--- src/rtl/frame_pkg.sv ---
// frame_pkg: shared types and constants for the frame packing readout path
package frame_pkg;
  typedef enum logic [1:0] {IDLE, ARMED, CAPTURE} state_t;
  localparam logic [7:0] DEFAULT_HEADER = 8'hBC;
  function automatic int sof_bit(input int fifo_width);
    return fifo_width - 1;
  endfunction
  function automatic int eof_bit(input int fifo_width);
    return fifo_width - 2;
  endfunction
endpackage

--- src/rtl/frame_lock_tracker.sv ---
// frame_lock_tracker: frame header lock with miss hysteresis and in-frame byte position
module frame_lock_tracker
  import frame_pkg::*;
#(
  parameter int BYTE_W = 8,
  parameter int FRAME_LEN = 48,
  parameter int LOCK_MISS = 2,
  parameter logic [BYTE_W-1:0] HEADER = BYTE_W'(DEFAULT_HEADER)
) (
  input  logic                         clk,
  input  logic                         rst,
  input  logic [BYTE_W-1:0]            fd_in,
  output logic                         locked,
  output logic [$clog2(FRAME_LEN)-1:0] pos,
  output logic                         sof
);
  localparam int PW = $clog2(FRAME_LEN);
  localparam int MW = $clog2(LOCK_MISS + 1);
  logic [MW-1:0] miss;
  logic hdr;
  assign hdr = fd_in == HEADER;
  assign sof = hdr && (!locked || pos == '0);
  always_ff @(posedge clk) begin
    if (rst) begin
      locked <= 1'b0;
      pos <= '0;
      miss <= '0;
    end else if (!locked) begin
      if (hdr) begin
        locked <= 1'b1;
        pos <= PW'(1);
      end
    end else begin
      pos <= pos == PW'(FRAME_LEN - 1) ? '0 : pos + PW'(1);
      if (pos == '0) begin
        if (hdr) miss <= '0;
        else if (miss == MW'(LOCK_MISS - 1)) begin
          locked <= 1'b0;
          miss <= '0;
        end else miss <= miss + MW'(1);
      end
    end
  end
endmodule

--- src/rtl/frame_packer.sv ---
// frame_packer: captures header-aligned frames and packs bytes MSB-first into SOF/EOF-tagged FIFO words
module frame_packer
  import frame_pkg::*;
#(
  parameter int BYTE_W = 8,
  parameter int BPW = 4,
  parameter int FIFO_WIDTH = 36,
  parameter int FRAME_LEN = 48,
  parameter logic [BYTE_W-1:0] HEADER = BYTE_W'(DEFAULT_HEADER),
  parameter int NF_W = 10,
  parameter int LOCK_MISS = 2
) (
  input  logic                  clk,
  input  logic                  rst,
  input  logic                  start,
  input  logic                  trigger,
  input  logic                  abort,
  input  logic [NF_W-1:0]       nframes,
  input  logic [BYTE_W-1:0]     fd_in,
  input  logic                  fifo_full,
  output logic                  fifo_wr_en,
  output logic [FIFO_WIDTH-1:0] data_out,
  output logic                  locked,
  output logic                  busy,
  output logic [NF_W-1:0]       frames_done,
  output logic                  ovf_err
);
  localparam int DW = BPW * BYTE_W;
  localparam int PW = $clog2(FRAME_LEN);
  state_t state, state_n;
  logic [NF_W-1:0] frames_left, fl_n;
  logic [PW-1:0] pos;
  logic [DW-1:0] sreg, packed_n;
  logic [FIFO_WIDTH-1:0] dout_n;
  logic sof, req, start_cap, take, word_done, frame_end, ovf_drop;
  frame_lock_tracker #(
    .BYTE_W(BYTE_W), .FRAME_LEN(FRAME_LEN), .LOCK_MISS(LOCK_MISS), .HEADER(HEADER)
  ) u_lock (
    .clk(clk), .rst(rst), .fd_in(fd_in), .locked(locked), .pos(pos), .sof(sof)
  );
  // A captured frame always starts at pos 0 of a locked frame, so pos doubles as the byte counter
  assign req = (start | trigger) & ~abort;
  assign packed_n = {sreg[DW-BYTE_W-1:0], fd_in};
  assign word_done = (32'(pos) % BPW) == BPW - 1;
  assign busy = state != IDLE;
  always_comb begin
    dout_n = '0;
    dout_n[DW-1:0] = packed_n;
    dout_n[sof_bit(FIFO_WIDTH)] = pos == PW'(BPW - 1);
    dout_n[eof_bit(FIFO_WIDTH)] = pos == PW'(FRAME_LEN - 1);
  end
  always_comb begin
    state_n = state;
    fl_n = abort ? '0 : start ? nframes : trigger ? NF_W'(1) : frames_left;
    start_cap = 1'b0;
    take = 1'b0;
    frame_end = 1'b0;
    ovf_drop = 1'b0;
    if (abort) state_n = IDLE;
    else begin
      unique case (state)
        IDLE: state_n = frames_left != '0 ? ARMED : IDLE;
        ARMED: begin
          if (frames_left == '0) state_n = IDLE;
          else if (sof && !fifo_full) begin
            state_n = CAPTURE;
            start_cap = 1'b1;
          end
        end
        CAPTURE: begin
          if (fifo_full) begin
            ovf_drop = 1'b1;
            state_n = ARMED;
          end else if (!locked) state_n = ARMED;
          else begin
            take = 1'b1;
            if (pos == PW'(FRAME_LEN - 1)) begin
              frame_end = 1'b1;
              if (!req && frames_left != '0) fl_n = frames_left - NF_W'(1);
              state_n = fl_n == '0 ? IDLE : ARMED;
            end
          end
        end
        default: state_n = IDLE;
      endcase
    end
  end
  always_ff @(posedge clk) begin
    if (rst) begin
      state <= IDLE;
      frames_left <= '0;
      sreg <= '0;
      fifo_wr_en <= 1'b0;
      data_out <= '0;
      frames_done <= '0;
      ovf_err <= 1'b0;
    end else begin
      state <= state_n;
      frames_left <= fl_n;
      fifo_wr_en <= take && word_done;
      if (take && word_done) data_out <= dout_n;
      if (start_cap || take) sreg <= packed_n;
      frames_done <= req ? '0 : (frame_end && frames_done != '1) ? frames_done + NF_W'(1) : frames_done;
      ovf_err <= ovf_drop | (ovf_err & ~req);
    end
  end
endmodule
--- config.mk ---
export PLATFORM = sky130hd
export DESIGN_NAME = frame_packer
export DESIGN_NICKNAME = d
export VERILOG_FILES = /design/src/rtl/frame_pkg.sv /design/src/rtl/frame_lock_tracker.sv /design/src/rtl/frame_packer.sv
export SDC_FILE = /design/constraint.sdc
export NUM_CORES = 1
export LEC_CHECK = 0
export CORE_ASPECT_RATIO = 0.9
export CORE_UTILIZATION = 30
export DETAILED_ROUTE_END_ITERATION = 10
export PLACE_DENSITY = 0.61
export SYNTH_ARGS = -nofsm -noshare
export SYNTH_HDL_FRONTEND = slang
export SYNTH_SLANG_ARGS = --single-unit
--- constraint.sdc ---
create_clock -name clk -period 2.9 [get_ports clk]
set_input_delay 0.58 -clock clk [delete_from_list [all_inputs] [get_ports clk]]
set_output_delay 0.58 -clock clk [all_outputs]
set_load 0.02 [all_outputs]
# Word level (Yosys, flattened, before mapping)

Index checks and enable logic that the tools add are counted.

Bits in registers: 91
Bits in latches: 0
Memory bits (writable): 0
Bits in read-only memories: 0
Input bits: 24
Output and inout bits: 50
Word-level logic and storage cells: 99
Memories kept: 0

Add/subtract/negate cells: 4
Multipliers: 0
Div/mod/pow operators: 0
Magnitude comparators: 0
Equal/unequal tests: 10
Shift operators: 0
Multiplexer cells: 48
Bitwise gates (word level): 6
Reductions and logical operators: 21

Operator list:

| operator                | number |
|---|---|
| $mux W10                | 14 |
| $mux W1                 | 23 |
| $logic_not A10 Y1       | 2 |
| $mux W6                 | 3 |
| $mux W2                 | 7 |
| $add A10 B1 Y10 const B | 1 |
| $ne A10 B10 Y1 const B  | 1 |
| $reduce_bool A10 Y1     | 1 |
| $sub A10 B1 Y10 const B | 1 |
| $eq A8 B8 Y1 const B    | 1 |
| $add A6 B1 Y6 const B   | 1 |
| $eq A6 B2 Y1 const B    | 1 |
| $eq A6 B6 Y1 const B    | 1 |
| $logic_not A6 Y1        | 1 |
| $pmux W2 S3             | 1 |
| $logic_and A1 B1 Y1     | 5 |
| $eq A2 B1 Y1 const B    | 2 |
| $eq A2 B2 Y1 const B    | 2 |
| $ne A4 B4 Y1 const B    | 1 |
| $reduce_and A2 Y1       | 2 |
| $reduce_bool A2 Y1      | 2 |
| $reduce_or A2 Y1        | 2 |
| $logic_not A1 Y1        | 3 |
| $ne A3 B3 Y1 const B    | 1 |
| 6 further kinds         | 10 |

# Depth between registers and ports, before layout

Gate-level depths: netlist of the first run.

Word-level depth: 16
Depth in mapped cells: 10
Gate-level depth less buffers: 8

# Modules after synthesis

A second synthesis of the first run with hierarchy kept.

Cell total of the unflattened synthesis: 493
Area total of the unflattened synthesis: 4,246.6 µm²

By module, submodules not included:

| module             | times used | cells an instance | area an instance (µm²) | sequential area each (µm²) |
|---|---|---|---|---|
| frame_packer       | 1          | 430               | 3,698.5                | 1,641.6 |
| frame_lock_tracker | 1          | 63                | 548.0                  | 180.2 |

# Worst setup path before layout of the first run

No wires, ideal clock.

Path type: input to register
From: in fd_in[6]
To: reg sreg[10]
Library setup time: 128 ps
Data arrival time: 2,067 ps
Data required time: 2,772 ps
Setup slack: 705 ps
Stages: 7
Buffers on the path: 1
Cell sequence: nand4b_1 -> nor4_4 -> nand4_2 -> a21oi_4 -> buf_6 -> mux2i_1 -> nor2_1

Word-level cells in the longest chain between the ends: 8

Ends and longest elaborated chain:

| element              | line                     | text |
|---|---|---|
| from (decl)          | frame_packer.sv:19       | `input logic [BYTE_W-1:0] fd_in,` |
| $eq A8 B8 Y1         | frame_lock_tracker.sv:21 | `assign hdr = fd_in == HEADER;` |
| $logic_and A1 B1 Y1  | frame_lock_tracker.sv:22 | `assign sof = hdr && (!locked \|\| pos == '0);` |
| $logic_and A1 B1 Y1  | frame_packer.sv:65       | `else if (sof && !fifo_full) begin` |
| $mux W1              | frame_packer.sv:65       |  |
| $mux W1              | frame_packer.sv:64       | `if (frames_left == '0) state_n = IDLE;` |
| $mux W1              | frame_packer.sv:61       | `unique case (state)` |
| $mux W1              | frame_packer.sv:59       | `if (abort) state_n = IDLE;` |
| $logic_or A1 B1 Y1   | frame_packer.sv:102      | `if (start_cap \|\| take) sreg <= packed_n;` |
| to (signal assigned) | frame_packer.sv:102      |  |
| to (decl)            | frame_packer.sv:33       | `logic [DW-1:0] sreg, packed_n;` |

No other way between the ends.
A chain may end at the register's enable or synchronous reset.

# Worst setup path after layout of the first run

From: reg frames_left[0]
To: reg frames_left[0]

Word-level cells in the longest chain between the ends: 14
Elaborated cells on any way between the ends: 17
Those cells by class: add/sub (1); mux (14); reduce/logical (2)

Ends and longest elaborated chain:

| element                                                                  | line               | text |
|---|---|---|
| from (decl)                                                              | frame_packer.sv:31 | `logic [NF_W-1:0] frames_left, fl_n;` |
| from (signal assigned)                                                   | frame_packer.sv:99 | `frames_left <= fl_n;` |
| parallel branches: the longest is 13 deep, another holds $sub A10 B1 Y10 | --                 |  |
| $mux W10 *                                                               | frame_packer.sv:59 |  |

Every way passes the cells marked *. The select of a mux whose other input is x is not followed.

==> qor.yml, run 1 <==
leakagePower_nw: 1.740
row_count: 39
warning_count_from_the_yosys_run: 0
final_hold_viol_count: 0
fillerInstances: 1226
clockRootBuffer: "clkbuf_16"
synth_largest_area_cell: "dfxtp_1"
wire_per_inst_um: 13.91
cellPowerDensity_nw_per_um2: 512.7
area_used_by_multi_input_combinational_logic_sq_um: 1949
chipHeight_um: 110.5
max_freq_ghz: 0.4132
critPathCaptureType: "flip-flop"
dr_total_vias: 3472
layoutNonFillerInstCount: 701
timing.setup.tns_ns: 0
yosysMostFrequentCell: "dfxtp_1"
die_span_in_x_um: 122.6
floorplan.core_area_sq_um: 12740
report.power.total_w: 0.002654
port-buffer-count: 71
required_time_at_the_worst_slack_endpoint_ns: 3.16
first_global_vias: 3173
cp.arrival_ns: 2.68
post_cts.resized_instances: 0
fin_worst_skew_ns: 0.01021
detailedPlacementHpwl_um: 6984
grt_pass1_wl_um: 16050
hold-worst-slack_ns: 0.4547
fin_crit_ns: 2.420
ys_seq_elements: 91
finalNetCount: 560
ios: 74
ant_nets: 0
track_usage_pct: 14.84
dp_cells: 685
insertedDiodeCount: 0
cap_violations: 0
crit_path_max_fanout: 7
edff_count_synth: 0
post_synth_main_area_contributors: "dfxtp_1, nand2_1, mux2i_1, nor2_1, a21oi_1"
post_cts_buffers: 0
synth_top_area_share_pct: 46.41
ys_types: 57
worstHoldPathType: "flip-flop to flip-flop"
initial_core_util_pct: 30.82
setup_violations: 0
synth_commonest_cells: "dfxtp_1, nand2_1, nor2_1"
synth-seq-area-share_pct: 46.41
cts.clk_slew.worst_paths_ns: 0.07
antenna_violations_before_repair: 0
wirelength_um: 9753
globalplace.congestion: 0.8509
status: "completed"
grt_start_max_net_pins: 37
clock_tree.htree_level_count: 3
seq_area_sq_um: 1822
grt_overflow: 0
peakVddDrop_mv: 0.2630
tightest_slew_ns: 0.6407
worst_setup_slack_for_register_to_register_paths_ns: 0.48
worstSkewPairLatency_ns: 0.34
syn_to_final_growth_pct: 31.88
first_iter_violations: 281
slew_headroom_pct: 57.29
timing.critical_path.from_type: "flip-flop"
drive_gt1_share_pct: 8.752
hold_buffers: 0
rsz0062_at_grt: "false"
tritoncts_num_sinks: 91
clock_tree.buffer_depth: 2
synth_async_sr_flop_share_pct: 0
dominantRegCellSynth: "dfxtp_1"
criticalPathCategory: "flip-flop to flip-flop"
timing.final.crit_share_pct: 83.46
syn-instance-count: 458
synth_area_per_inst_sq_um: 8.570
timing.final.max_slew_violations: 0
syn-cell-area_sq_um: 3925
detailedRoute.firstPassIterationCount: 6
dieArea_sq_um: 13550
tritoncts.num_buffers: 9
drt-vias-per-instance: 4.953
detail_route.drc_violations: 0
tritoncts: "yes"
[cell families after synthesis]
| logic type | Yosys count | share of synthesized area (%) |
|---|---|---|
| other | 1 | 0.09554 |
| AOI/OAI and AO/OA | 83 | 13.58 |
| buffers and inverters | 35 | 4.016 |
| and+or+nand+nor | 204 | 24.83 |
| muxes | 26 | 6.662 |
| xor gates and xnor gates | 14 | 3.124 |
| DFF | 91 | 46.41 |
| adders and majority gates | 4 | 1.275 |
[path summary, 6_finish.rpt]
check	from	endpoint	cells after the start
max	frames_left[0]	frames_left[0]	8
max reg2reg	frames_left[0]	frames_left[0]	8
min	data_out[7]	data_out[7]	2
min reg2reg	data_out[7]	data_out[7]	2
[critical path, stage by stage, from the launching register on]
cell and delay (ns):
dfxtp_1 0.37, inv_1 0.10, ha_1 0.19, or4b_1 0.63, nor3_2 0.28, nor2_1 0.12, nand2_1 0.17, mux2_1 0.34
nor3_1 0.14
[sequential cells by signal (all words and copies together), names as in the netlist, 2 cells and up]
register,flops
u_lock.miss,2
sreg,24
u_lock.pos,6
data_out,34
state,2
frames_done,10
frames_left,10
[area by class of cell]
class,count,area share [%]
inverters,9,0.6526
clock buffers,9,4.351
well taps,164,3.964
flip-flops and latches,91,35.19
multi-input cells,333,37.66
clock inverters,7,1.837
repair buffers,88,16.34
[through the flow]
step                setup WS (ns)  instance area [sq um]  util [%]
floorplan                  0.7053                   3929         -
global placement           0.2474                   4856     38.13
detailed placement         0.2384                   4856     38.13
CTS                        0.4942                   5176     40.64
global route               0.3641                   5176     40.64
finish                     0.4797                   5176     40.64
[power by group]
part           internal, W  leakage, nW  total [W]  switching [W]
Sequential         0.00125        0.734    0.00126     0.00000785
Combinational    0.0000723        0.849   0.000162      0.0000892
Clock             0.000694        0.157    0.00123       0.000537
Total              0.00202         1.74    0.00265       0.000634
[cell usage in the layout (no fill, tap or decap), types with 3 or more instances in the layout]
master / instances
a22oi_1: 4
nand2b_1: 3
clkbuf_16: 9
nor3_1: 5
dfxtp_1: 91
xor2_1: 8
nor2b_1: 5
a31oi_1: 3
a32o_1: 3
nand4_1: 5
xnor2_1: 6
nor2_1: 65
mux2i_1: 25
a211oi_1: 4
nand2_1: 77
nor4_1: 4
ha_1: 4
o21ai_0: 7
or3_1: 3
and3_1: 5
nand3_1: 11
clkdlybuf4s50_1: 70
inv_1: 9
buf_4: 16
a21oi_1: 43
[per-layer routing]
| layer | part of all wire (%) | vias to the layer above | wire [um] | track usage (%) |
|---|---|---|---|---|
| met4 | 1.5 | 0 | 143 | 5.528 |
| met5 | 0 | - | 0 | 0 |
| met2 | 44 | 86 | 4316 | 21.99 |
| met3 | 4.7 | 13 | 459 | 2.376 |
| met1 | 50 | 1638 | 4833 | 21.36 |
| li1 | - | 1735 | - | - |
No activity file was read; power rests on OpenSTA's default activity.
==> run 2: changes to the inputs <==
==> constraint.sdc (replaced) <==
create_clock -name clk -period 2.3 [get_ports clk]
set_input_delay 0.46 -clock clk [delete_from_list [all_inputs] [get_ports clk]]
set_output_delay 0.46 -clock clk [all_outputs]
set_load 0.02 [all_outputs]
==> run 2 against run 1 <==
Compared with the run above:
- register-to-register slack worse by 0.38 ns
- sequential cell count unchanged
- routed wire length up 3.0%
- clock power up 20%
- sequential share of layout area down 1.4 points
- via count up 1.1%
- global-route usage up 0.74 points
- core utilization up 1.7 points
- critical path depth unchanged
- critical path type is now input pin to flip-flop
==> qor.yml, run 2 (synthesized netlist as in run 1, its figures left out) <==
cap_violations: 0  # unchanged
finalNetCount: 587  # was 560
design_area_sq_um: 5395  # was 5176 sq um
layout_commonest_cell: "dfxtp_1"  # unchanged
die_span_in_x_um: 122.6  # unchanged
criticalPathCategory: "input pin to flip-flop"  # was flip-flop to flip-flop
wire_per_inst_um: 13.80  # was 13.91 um
first_global_vias: 3440  # was 3173
required_time_at_the_worst_slack_endpoint_ns: 2.51  # was 3.16 ns
fin_worst_skew_ns: 0.008685  # was 0.01021 ns
clock_power_share_pct: 44.7  # was 46.4%
timing.final.max_slew_violations: 0  # unchanged
initial_core_util_pct: 30.82  # unchanged
crit_path_max_fanout: 24  # was 7
grt_start_max_net_pins: 63  # was 37
timing.final.crit_share_pct: 96.72
insertedDiodeCount: 0  # unchanged
peakVddDrop_mv: 0.3222  # was 0.2630 mV
tritoncts.num_buffers: 9  # unchanged
regMostFlops: "data_out"  # unchanged
rsz0062_at_grt: "false"  # unchanged
report.power.total_w: 0.003312  # was 0.002654 W
grt_pass1_wl_um: 16930  # was 16050 um
setup_violations: 0  # unchanged
leakagePower_nw: 1.870  # was 1.740 nW
dieArea_sq_um: 13550  # unchanged
cts.clk_slew.worst_paths_ns: 0.06  # was 0.07 ns
detail_route.drc_violations: 0  # unchanged
first_iter_violations: 234  # was 281
track_usage_pct: 15.58  # was 14.84%
globalplace.congestion: 0.8105  # was 0.8509
switching_share_pct: 22.92  # was 23.88%
chipHeight_um: 110.5  # unchanged
layout_common_cells: "dfxtp_1, nand2_1, clkdlybuf4s50_1"  # unchanged
grt_overflow: 0  # unchanged
detailedPlacementHpwl_um: 7405  # was 6984 um
ios: 74  # unchanged
floorplan.core_area_sq_um: 12740  # unchanged
timing.setup.tns_ns: 0  # unchanged
tightest_slew_ns: 0.6157  # was 0.6407 ns
sequential_share_of_power_pct: 48.0  # was 47.5%
largest_register_ffs: 34  # unchanged
clockRootBuffer: "clkbuf_16"  # unchanged
slew_headroom_pct: 58.58  # was 57.29%
placement.cell_area_sq_um: 5084  # was 4856 sq um
row_count: 39  # unchanged
antenna_violations_before_repair: 0  # unchanged
timing.critical_path.from_type: "input pin"  # was flip-flop
internal_power_w: 0.002553  # was 0.002020 W
dr_total_vias: 3510  # was 3472
tritoncts_num_sinks: 91  # unchanged
worst_setup_slack_for_register_to_register_paths_ns: 0.10  # was 0.48 ns
tritoncts: "yes"  # unchanged
worstSkewPairLatency_ns: 0.34  # about the same
final_core_util_pct: 42.36  # was 40.64%
clock_tree.htree_level_count: 3  # unchanged
cp.arrival_ns: 2.44  # was 2.68 ns
fillerInstances: 1216  # was 1226
wirelength_um: 10050  # was 9753 um
final_hold_viol_count: 0  # unchanged
fin_crit_ns: 2.224
layout_top_registers: "data_out (34), sreg (24)"  # unchanged
ant_nets: 0  # unchanged
max_freq_ghz: 0.4495
detailedRoute.firstPassIterationCount: 4  # was 6
drive_gt1_share_pct: 13.30  # was 8.752%
combPwrFrac_pct: 7.3  # was 6.1%
switchingPower_w: 0.0007591  # was 0.0006339 W
critPathCaptureType: "flip-flop"  # unchanged
status: "completed"  # unchanged
cellPowerDensity_nw_per_um2: 613.8  # was 512.7 nW/um^2
port-buffer-count: 71  # unchanged
clock_tree.buffer_depth: 2  # unchanged
syn_to_final_growth_pct: 37.46  # was 31.88%
worstHoldPathType: "flip-flop to flip-flop"  # unchanged
drt-vias-per-instance: 4.821  # was 4.953
-- run 2: changes by cell type in the layout (fill, tap and decap cells not counted), sizes merged --
cell | previous run | this run
clkbuf | 9 | 10
clkinvlp | 0 | 2
buf | 18 | 45
clkinv | 3 | 1
inv | 12 | 11
-- run 2: repair_timing --
action / CTS / global route
gates resized for setup: 0 / 2
hold buffers: 0 / 0
endpoints found under the setup margin: 0 / 14
buffers inserted: 0 / 0
-- run 2: final timing paths --
path,cells after the start,endpoint,startpoint
max reg2reg,9,sreg[11],frames_left[0]
min reg2reg,2,data_out[25],sreg[17]
max,8,sreg[11],fd_in[6]
min,2,data_out[25],sreg[17]
-- run 2: power groups by stage --
stage          clock [W]  sequential [W]  combinational, W
6_report         0.00148         0.00159          0.000241
5_1_grt          0.00160         0.00159          0.000262
4_1_cts          0.00152         0.00159          0.000238
3_5_place_dp           0         0.00162          0.000236
3_3_place_gp           0         0.00162          0.000234
2_1_floorplan          0         0.00162          0.000120
-- run 2: through the flow --
stage | worst slack, ns | instances | hold WS (ns)
4_1_cts | 0.04932 | 728 | 0.4554
2_1_floorplan | 0.2058 | 459 | 0.4312
6_report | 0.07554 | 728 | 0.4527
5_1_grt | 0.02531 | 728 | 0.4736
3_3_place_gp | -0.1283 | 712 | 0.4434
3_5_place_dp | -0.2107 | 712 | 0.4459
-- run 2: cell type report --
cell class              count  area (sq um)  share of cell area [%]
multi-input cells         333          1961                   36.34
flip-flops and latches     91          1822                   33.77
repair buffers            115          1074                   19.90
clock buffers              10         229.0                   4.244
well taps                 164         205.2                   3.803
clock inverters             6         71.32                   1.322
inverters                   9         33.78                  0.6262
-- run 2: critical path, stage by stage --
cell	delay [ns]
clkdlybuf4s50_1	0.43
nand4b_1	0.31
nor4_4	0.33
nand4_2	0.19
a21oi_4	0.20
buf_12	0.22
mux2i_1	0.24
nor2_1	0.06
-- run 2: layer usage --
layer	vias up	track usage (%)	part of all wire (%)
li1	1784	-	-
met1	1640	21.75	50
met2	69	23.78	45
met3	17	2.376	3.4
met4	0	6.179	1.9
met5	-	0	0
